File: src/rtl/hack_pkg.sv
// Shared types and constants for the Hack control/register stage.
package hack_pkg;

  typedef enum logic [1:0] {
    StFetch  = 2'd0,
    StMread  = 2'd1,
    StExec   = 2'd2,
    StMwrite = 2'd3
  } state_e;

  // Instruction-register field positions
  localparam int unsigned TYPE_BIT = 15;
  localparam int unsigned A_BIT    = 12;
  localparam int unsigned C_MSB    = 11;
  localparam int unsigned C_LSB    = 6;
  localparam int unsigned DEST_A   = 5;
  localparam int unsigned DEST_D   = 4;
  localparam int unsigned DEST_M   = 3;
  localparam int unsigned J_MSB    = 2;

  // Common ALU control codes (zx,nx,zy,ny,f,no)
  localparam logic [5:0] ALU_ZERO     = 6'b101010;
  localparam logic [5:0] ALU_ONE      = 6'b111111;
  localparam logic [5:0] ALU_X        = 6'b001100;
  localparam logic [5:0] ALU_X_PLUS_Y = 6'b000010;

endpackage

File: src/rtl/hack_jump_unit.sv
// Combinational jump decision from the jjj field and the ALU flags.
module hack_jump_unit (
  input  logic [2:0] jjj,
  input  logic       zr,
  input  logic       ng,
  output logic       take
);

  // jjj bits select lt / eq / gt; 111 therefore always jumps
  always_comb begin
    take = (jjj[2] & ng) | (jjj[1] & zr) | (jjj[0] & ~ng & ~zr);
  end

endmodule

File: src/rtl/hack_cpu_ctrl.sv
// Multi-cycle Hack control stage: holds A/D/PC, fetches, sequences M accesses.
module hack_cpu_ctrl
  import hack_pkg::*;
#(
  parameter logic [14:0] RESET_PC = 15'h0000,
  parameter int unsigned ADDR_W   = 15
) (
  input  logic              clk,
  input  logic              rst_n,
  input  logic              instr_valid,
  input  logic [15:0]       instr,
  output logic              instr_ready,
  output logic [ADDR_W-1:0] pc,
  output logic [15:0]       alu_x,
  output logic [15:0]       alu_y,
  output logic [5:0]        alu_c,
  input  logic [15:0]       alu_out,
  input  logic              alu_zr,
  input  logic              alu_ng,
  output logic [ADDR_W-1:0] mem_addr,
  output logic              mem_rd,
  output logic              mem_wr,
  output logic [15:0]       mem_wdata,
  input  logic [15:0]       mem_rdata,
  input  logic              mem_ack
);

  state_e            state_q, state_d;
  logic [15:0]       a_q, a_d;
  logic [15:0]       d_q, d_d;
  logic [15:0]       ir_q, ir_d;
  logic [15:0]       m_q, m_d;
  logic [ADDR_W-1:0] pc_q, pc_d;
  logic [ADDR_W-1:0] waddr_q, waddr_d;
  logic [15:0]       wdata_q, wdata_d;
  logic              take;

  // Type and don't-care bits are only looked at on the incoming word
  logic unused_ir;
  assign unused_ir = ^ir_q[15:13];

  hack_jump_unit u_jump (
    .jjj  (ir_q[J_MSB:0]),
    .zr   (alu_zr),
    .ng   (alu_ng),
    .take (take)
  );

  // State and architectural registers
  always_ff @(posedge clk or negedge rst_n) begin
    if (!rst_n) begin
      state_q <= StFetch;
      a_q     <= '0;
      d_q     <= '0;
      ir_q    <= '0;
      m_q     <= '0;
      pc_q    <= RESET_PC;
      waddr_q <= '0;
      wdata_q <= '0;
    end else begin
      state_q <= state_d;
      a_q     <= a_d;
      d_q     <= d_d;
      ir_q    <= ir_d;
      m_q     <= m_d;
      pc_q    <= pc_d;
      waddr_q <= waddr_d;
      wdata_q <= wdata_d;
    end
  end

  // Next-state and register updates per phase
  always_comb begin
    state_d = state_q;
    a_d     = a_q;
    d_d     = d_q;
    ir_d    = ir_q;
    m_d     = m_q;
    pc_d    = pc_q;
    waddr_d = waddr_q;
    wdata_d = wdata_q;
    unique case (state_q)
      StFetch: begin
        if (instr_valid) begin
          ir_d = instr;
          if (!instr[TYPE_BIT]) begin
            a_d  = instr;
            pc_d = pc_q + 1'b1;
          end else if (instr[A_BIT]) begin
            state_d = StMread;
          end else begin
            state_d = StExec;
          end
        end
      end
      StMread: begin
        if (mem_ack) begin
          m_d     = mem_rdata;
          state_d = StExec;
        end
      end
      StExec: begin
        if (ir_q[DEST_A]) a_d = alu_out;
        if (ir_q[DEST_D]) d_d = alu_out;
        // Jump target and write address both use A before this update
        pc_d = take ? a_q[ADDR_W-1:0] : pc_q + 1'b1;
        if (ir_q[DEST_M]) begin
          waddr_d = a_q[ADDR_W-1:0];
          wdata_d = alu_out;
          state_d = StMwrite;
        end else begin
          state_d = StFetch;
        end
      end
      StMwrite: begin
        if (mem_ack) state_d = StFetch;
      end
      default: state_d = StFetch;
    endcase
  end

  // Outputs decoded from state and registers
  always_comb begin
    instr_ready = (state_q == StFetch);
    mem_rd      = (state_q == StMread);
    mem_wr      = (state_q == StMwrite);
    mem_addr    = (state_q == StMread) ? a_q[ADDR_W-1:0] : waddr_q;
    mem_wdata   = wdata_q;
    pc          = pc_q;
    alu_x       = d_q;
    alu_y       = ir_q[A_BIT] ? m_q : a_q;
    alu_c       = ir_q[C_MSB:C_LSB];
  end

endmodule

File: config.mk
export PLATFORM = sky130hd
export DESIGN_NAME = hack_cpu_ctrl
export DESIGN_NICKNAME = d
export VERILOG_FILES = /design/src/rtl/hack_pkg.sv /design/src/rtl/hack_jump_unit.sv /design/src/rtl/hack_cpu_ctrl.sv
export SDC_FILE = /design/constraint.sdc
export NUM_CORES = 1
export LEC_CHECK = 0
export BUFFER_PORTS_ARGS = -buffer_cell sky130_fd_sc_hd__buf_4
export CAP_MARGIN = 40
export CORE_MARGIN = 1
export CORE_UTILIZATION = 40
export CTS_CLUSTER_DIAMETER = 40
export DETAILED_ROUTE_END_ITERATION = 12
export PLACE_DENSITY = 0.61
export REMOVE_ABC_BUFFERS = 1
export SYNTH_ARGS = -nofsm -noshare
export SYNTH_HDL_FRONTEND = slang
export SYNTH_SLANG_ARGS = --single-unit
File: constraint.sdc
create_clock -name clk -period 2.1 [get_ports clk]
set_input_delay 0.105 -clock clk [delete_from_list [all_inputs] [get_ports clk]]
set_output_delay 0.105 -clock clk [all_outputs]
set_load 0.03 [all_outputs]
==> impl_metrics.py, run 1 <==
metrics = {
    "outcome": {
        "status": "finished clean",
    },
    "synth": {
        "yosys.area_share.adder_pct": 0.247,
        "synth_most_common_cell": "dfrtp_1",
        "yosysTopAreaCell": "dfrtp_1",
        "synth_simple_gate_area_share_pct": 10.8,
        "yosys_register_bits": 109,
        "synthCells": 423,
        "synth_top_cells_by_area": "dfrtp_1, mux2_1, nand2_1, mux2_2, mux2i_1",
        "post-synth-top-area-fraction_pct": 53.9,
        "synth_sequential_area_ratio_pct": 53.9,
        "post_synth_xor_area_fraction_pct": 0.519,
        "yosysWarningCount": 0,
        "synth_area_um2": 5060,
        "muxShareOfSynthArea_pct": 23.8,
        "ys.flop_type": "dfrtp_1",
        "async_reset_ff_share_pct": 100,
        "most_used_standard_cells_in_the_synthesized_netlist": "dfrtp_1, nand2_1, mux2_1",
        "number_of_flops_mapped_to_enable_cells_by_yosys": 0,
        "synth_top_family_by_area": "multiplexers",
        "synth_compound_gate_area_share_pct": 7.32,
        "post_synth_num_cell_types": 47,
        "postSynthAreaPerCell_um2": 12.0,
    },
    "floorplanning": {
        "coreArea_um2": 12200,
        "die_h_um": 114,
        "top_level_ports": 141,
        "die_width_um": 114,
        "die-area_um2": 13100,
        "floorplan.initialDensity_pct": 41.6,
        "core.rowCount": 40,
    },
    "timing": {
        "timing.slew.headroom_pct": 42.2,
        "final.setup.worst_slack_ps": 138,
        "finalSetupViolCount": 0,
        "worst-slew-pin-transition_ps": 867,
        "skew_ps": 7.12,
        "grt_setup_unrepaired": "no",
        "period_share_pct": 93.4,
        "hold_viol": 0,
        "number_of_max_slew_violations_in_the_final_report": 0,
        "finalCriticalPeriod_ps": 1960,
        "f_max_mhz": 510,
    },
    "worst_setup_path": {
        "worst-endpoint-required_ps": 2000,
        "critical_path_startpoint_category": "flop",
        "arrival_ps": 1860,
        "worstReg2RegEnd": "pc[4]$_DFFE_PN0P_",
        "startpoint": "ir_q[12]$_DFFE_PN0P_",
        "critical_path.reg2reg.startpoint": "state_q[0]$_DFFE_PN0P_",
        "cp-endpoint": "alu_y[10]",
        "worst_r2r_path_depth": 5,
        "timing.critical_path.fanout_max": 17,
        "ws_path_type": "flop to output pin",
        "critPathCaptureType": "output pin",
        "timing.reg2reg.setup_slack_ps": 160,
    },
    "clock_tree": {
        "cts_inserted_buffers": 9,
        "clk_pin_slew_ps": 70,
        "worstSkewPairLatency_ps": 350,
        "cts.root.buffer_cell": "clkbuf_16",
        "clkSinkCount": 109,
        "tritoncts": "built",
        "clk_path_buf_depth": 2,
        "cts_htree_levels": 3,
    },
    "power": {
        "power_report.internal_total_mw": 7.24,
        "power-per-cell-area_nw_per_um2": 1810,
        "clkPwrFrac_pct": 15.6,
        "p_seq_share_pct": 31.6,
        "static_power_due_to_leakage_nw": 3.31,
        "sw_frac_of_total_pct": 43.9,
        "comb_power_share_pct": 52.7,
        "peakVddDrop_uv": 903,
        "p_total_mw": 12.9,
        "net-switching-power_mw": 5.67,
    },
    "detailed_routing": {
        "viasPerCell": 5.08,
        "detailed_route_iter0_violations": 207,
        "vias": 3973,
        "wl_um": 13400,
        "first_pass_iters": 4,
        "antenna_left": 0,
        "remaining_drc_errors": 0,
        "post_drt_wl_per_cell_um": 17.2,
    },
    "global_route": {
        "grt_antenna_before_repair": 1,
        "grtUsageTotal_pct": 21.9,
        "grt_first_pass_wirelength_um": 21300,
        "number_of_global_route_vias_before_repair": 4024,
        "grt_start_max_net_pins": 110,
        "grt_overflow_total": 0,
    },
    "placed_design": {
        "placedCellCount": 719,
        "io_buffer_count": 140,
        "place.detailed.hpwl_um": 9120,
        "finalWeightedCongestion": 0.823,
        "detailedPlace.worstSlack_ps": 214,
    },
    "layout": {
        "layout.area.seq_um2": 2730,
        "multiInputGateArea_um2": 2160,
        "final_layout_size_suffix_gt1_share_pct": 33.1,
        "final_nets": 664,
        "n_antenna_cell": 0,
        "final_cell_count_no_fill": 782,
        "layout_overhead_on_the_synthesized_area_pct": 41.2,
        "fillCellCount": 1065,
    },
    "min_path": {
        "timing.hold.worst.class": "primary input to flop",
    },
    "flow_run": {
        "cap_viol_max_count": 0,
    },
}
power by group through the flow:
| stage | Sequential (mW) | Combinational, mW | Clock (mW) |
|---|---|---|---|
| 2_1_floorplan | 4.86 | 3.26 | 0 |
| 3_3_place_gp | 4.07 | 6.68 | 0 |
| 3_5_place_dp | 4.12 | 6.79 | 0 |
| 4_1_cts | 4.09 | 6.88 | 2.07 |
| 5_1_grt | 4.24 | 7.28 | 2.16 |
| 6_report | 4.08 | 6.81 | 2.02 |
per-stage QoR:
stage / utilization [%] / hold slack, ps / setup TNS [ps] / instance area (um^2)
CTS: 58.7 / 25.3 / 0 / 7140
global route: 58.7 / 73.2 / 0 / 7140
global placement: 51.8 / 237 / 0 / 6300
finish: 58.7 / 35.7 / 0 / 7140
detailed placement: 51.9 / 235 / 0 / 6310
floorplan: - / -191 / -18240 / 4900
registers in the layout, summed over array words and instances (netlist names):
signal     count
a_q           16
alu_x         16
m_q           16
mem_wdata     16
pc            15
waddr_q       15
ir_q          13
state_q        2
worst min-delay path by stage:
stage              start                       end  slack, ps  cells past startpoint
2_1_floorplan      rst_n        a_q[0]$_DFFE_PN0P_       -190                      0
3_3_place_gp       rst_n  mem_wdata[7]$_DFFE_PN0P_        240                      2
4_1_cts        instr[13]       a_q[13]$_DFFE_PN0P_         30                      3
5_1_grt        instr[13]       a_q[13]$_DFFE_PN0P_         70                      3
3_5_place_dp       rst_n      alu_x[7]$_DFFE_PN0P_        240                      2
6_report       instr[13]       a_q[13]$_DFFE_PN0P_         40                      3
cells by family after synthesis:
kind of cell    Yosys count
compound gates           53
xor+xnor                  3
fa+ha+maj                 1
buf+inv                  32
flops                   109
mux                     109
simple gates            116
cells in the final DEF (no fill, tap or decap), types with 4 or more instances in the layout:
master	Yosys	final
o211ai_1	4	4
and4_1	4	4
dfrtp_1	109	109
o21ai_1	19	19
nand2_1	76	75
mux2_1	67	67
clkbuf_16	0	9
dlygate4sd3_1	0	47
a21oi_1	8	8
nor2_1	5	5
mux2_2	25	25
nand3_1	7	7
buf_4	6	154
mux2i_1	17	17
nand4_1	5	5
or4_1	4	4
critical path, cell delays in order (launching register included):
cell	delay, ps
dfrtp_1	910
mux2_2	420
buf_4	170
routing by layer:
metal	part of all wire, %	vias to the layer above	GRT usage, %
met5	0	-	0
met4	1.6	0	7.36
met3	5.4	13	6.35
met2	49	112	36.0
met1	44	1974	27.6
li1	-	1874	-
repair_timing:
| item | CTS | global route |
|---|---|---|
| endpoints found under the hold margin | 171 | 0 |
| hold buffers | 47 | 0 |
| buffers inserted | 0 | 0 |
| resized for setup | 0 | 0 |
layout make-up:
class / instances / share of cell area [%]
sequential: 109 / 38.2
multi-input combinational: 282 / 30.3
timing repair buffer: 203 / 23.3
clock buffer: 13 / 3.78
tap: 168 / 2.94
clock inverter: 3 / 1.26
inverter: 4 / 0.210
(Power assumes the default switching activity.)
==> run 2, diff against run 1 <==
--- a/config.mk
+++ b/config.mk
@@ -11,8 +11,9 @@
 export CORE_UTILIZATION = 40
 export CTS_CLUSTER_DIAMETER = 40
 export DETAILED_ROUTE_END_ITERATION = 12
-export PLACE_DENSITY = 0.61
+export PLACE_DENSITY = 0.65
 export REMOVE_ABC_BUFFERS = 1
+export SLEW_MARGIN = 0
 export SYNTH_ARGS = -nofsm -noshare
 export SYNTH_HDL_FRONTEND = slang
 export SYNTH_SLANG_ARGS = --single-unit
==> impl_metrics.py, run 2 (same netlist as run 1, synthesis figures left out) <==
metrics = {
    "flow_run": {
        "cap_viol_max_count": 0,
    },
    "worst_setup_path": {
        "timing.critical_path.buf_inv": 1,
        "arrival_ps": 1880,
        "slowest_delay_ps": 920,
        "timing.reg2reg.setup_slack_ps": 170,
        "timing.critical_path.cells": "mux2_2, buf_4",
        "timing.critical_path.fanout_max": 17,
        "worst-endpoint-required_ps": 2000,
        "critical_path_startpoint_category": "flop",
        "critPathCaptureType": "output pin",
        "gate_family_responsible_for_the_most_delay_along_the_worst_path": "flip-flops",
        "ws_path_type": "flop to output pin",
        "critical-path-slowest-cell": "dfrtp_1",
    },
    "global_route": {
        "grt_start_max_net_pins": 46,
        "globalRouteMet2Util_pct": 37.0,
        "grt_overflow_total": 0,
        "grt_first_pass_wirelength_um": 21700,
        "number_of_global_route_vias_before_repair": 4060,
        "gr_met1_demand_resource_pct": 28.6,
        "grt_use_met3_pct": 4.02,
        "grtUsageTotal_pct": 22.1,
        "grt_antenna_before_repair": 0,
        "grt.busiest_layer": "met2",
    },
    "layout": {
        "final_common_cell": "buf_4",
        "final_layout_size_suffix_gt1_share_pct": 33.2,
        "final_cell_count_no_fill": 782,
        "fin_area_um2": 7080,
        "layout_overhead_on_the_synthesized_area_pct": 40.0,
        "n_antenna_cell": 0,
        "layout.cells.most_common_list": "buf_4, dfrtp_1, nand2_1, mux2_1, dlygate4sd3_1",
        "layout.area.seq_um2": 2730,
        "finish.utilization_pct": 58.2,
        "fillCellCount": 1018,
        "final_nets": 664,
        "multiInputGateArea_um2": 2160,
    },
    "clock_tree": {
        "tritoncts": "built",
        "cts_setup_buffers": 0,
        "cts_inserted_buffers": 9,
        "cts.root.buffer_cell": "clkbuf_16",
        "clk_pin_slew_ps": 70,
        "worstSkewPairLatency_ps": 350,
        "clkSinkCount": 109,
        "postCtsResizedCells": 0,
        "clk_path_buf_depth": 2,
        "cts_htree_levels": 3,
        "hold_buffers": 46,
    },
    "timing": {
        "totalNegativeSetupSlack_ps": 0,
        "hold_viol": 0,
        "finalCriticalPeriod_ps": 1980,
        "timing.slew.headroom_pct": 41.2,
        "worst-slew-pin-transition_ps": 882,
        "f_max_mhz": 505,
        "number_of_max_slew_violations_in_the_final_report": 0,
        "skew_ps": 8.15,
        "hold_slack_ps": 13.2,
        "grt_setup_unrepaired": "no",
        "final.setup.worst_slack_ps": 120,
        "finalSetupViolCount": 0,
        "period_share_pct": 94.3,
    },
    "power": {
        "power-per-cell-area_nw_per_um2": 1790,
        "p_total_mw": 12.7,
        "static_power_due_to_leakage_nw": 3.28,
        "peakVddDrop_uv": 812,
    },
    "detailed_routing": {
        "detailed_route_iter0_violations": 179,
        "first_pass_iters": 4,
        "remaining_drc_errors": 0,
        "wl_um": 13700,
        "antenna_left": 0,
        "vias": 3962,
        "viasPerCell": 5.07,
        "post_drt_wl_per_cell_um": 17.5,
    },
    "floorplanning": {
        "die-area_um2": 13100,
        "core.rowCount": 40,
        "floorplan.initialDensity_pct": 41.6,
        "die_width_um": 114,
        "coreArea_um2": 12200,
        "die_h_um": 114,
        "top_level_ports": 141,
    },
    "placed_design": {
        "placedCellCount": 720,
        "detailedPlace.worstSlack_ps": 205,
        "place.detailed.hpwl_um": 9560,
        "placed_cell_area_um2": 6320,
        "io_buffer_count": 140,
        "finalWeightedCongestion": 0.856,
    },
    "min_path": {
        "timing.hold.worst.class": "primary input to flop",
    },
    "outcome": {
        "status": "finished clean",
    },
}
==> run 2: worst register-to-register path, delay by kind of cell (launching register included) <==
kind / cells / cell delay (ps)
AOI/OAI and AO/OA: 2 / 670
buffers and inverters: 1 / 230
and+or+nand+nor: 2 / 560
DFF: 1 / 350
==> run 2: layer usage <==
| layer | part of all wire [%] | up-vias |
|---|---|---|
| li1 | - | 1886 |
| met4 | 1.9 | 0 |
| met3 | 4.1 | 16 |
| met1 | 44 | 1962 |
| met5 | 0 | - |
| met2 | 50 | 98 |
==> run 2: power by group <==
group          switching (mW)  internal [mW]
logic                    4.01           2.83
clock network           0.773          0.961
registers               0.953           3.16
==> run 2: path summary, 6_finish.rpt <==
path | cells past startpoint | startpoint | endpoint
hold / removal | 2 | instr[3] | ir_q[3]$_DFFE_PN0P_
max in group asynchronous | 3 | rst_n | m_q[11]$_DFFE_PN0P_
setup reg to reg | 5 | ir_q[0]$_DFFE_PN0P_ | pc[4]$_DFFE_PN0P_
setup / recovery | 2 | ir_q[12]$_DFFE_PN0P_ | alu_y[6]
min in group asynchronous | 2 | rst_n | alu_x[8]$_DFFE_PN0P_
hold reg to reg | 1 | m_q[13]$_DFFE_PN0P_ | m_q[13]$_DFFE_PN0P_
==> run 2: area by class of cell <==
class                   count  area share (%)
clock inverters             5           0.848
multi-input cells         282            30.5
clock buffers              11            3.43
well taps                 168            2.97
flip-flops and latches    109            38.5
repair buffers            203            23.5
inverters                   4           0.212
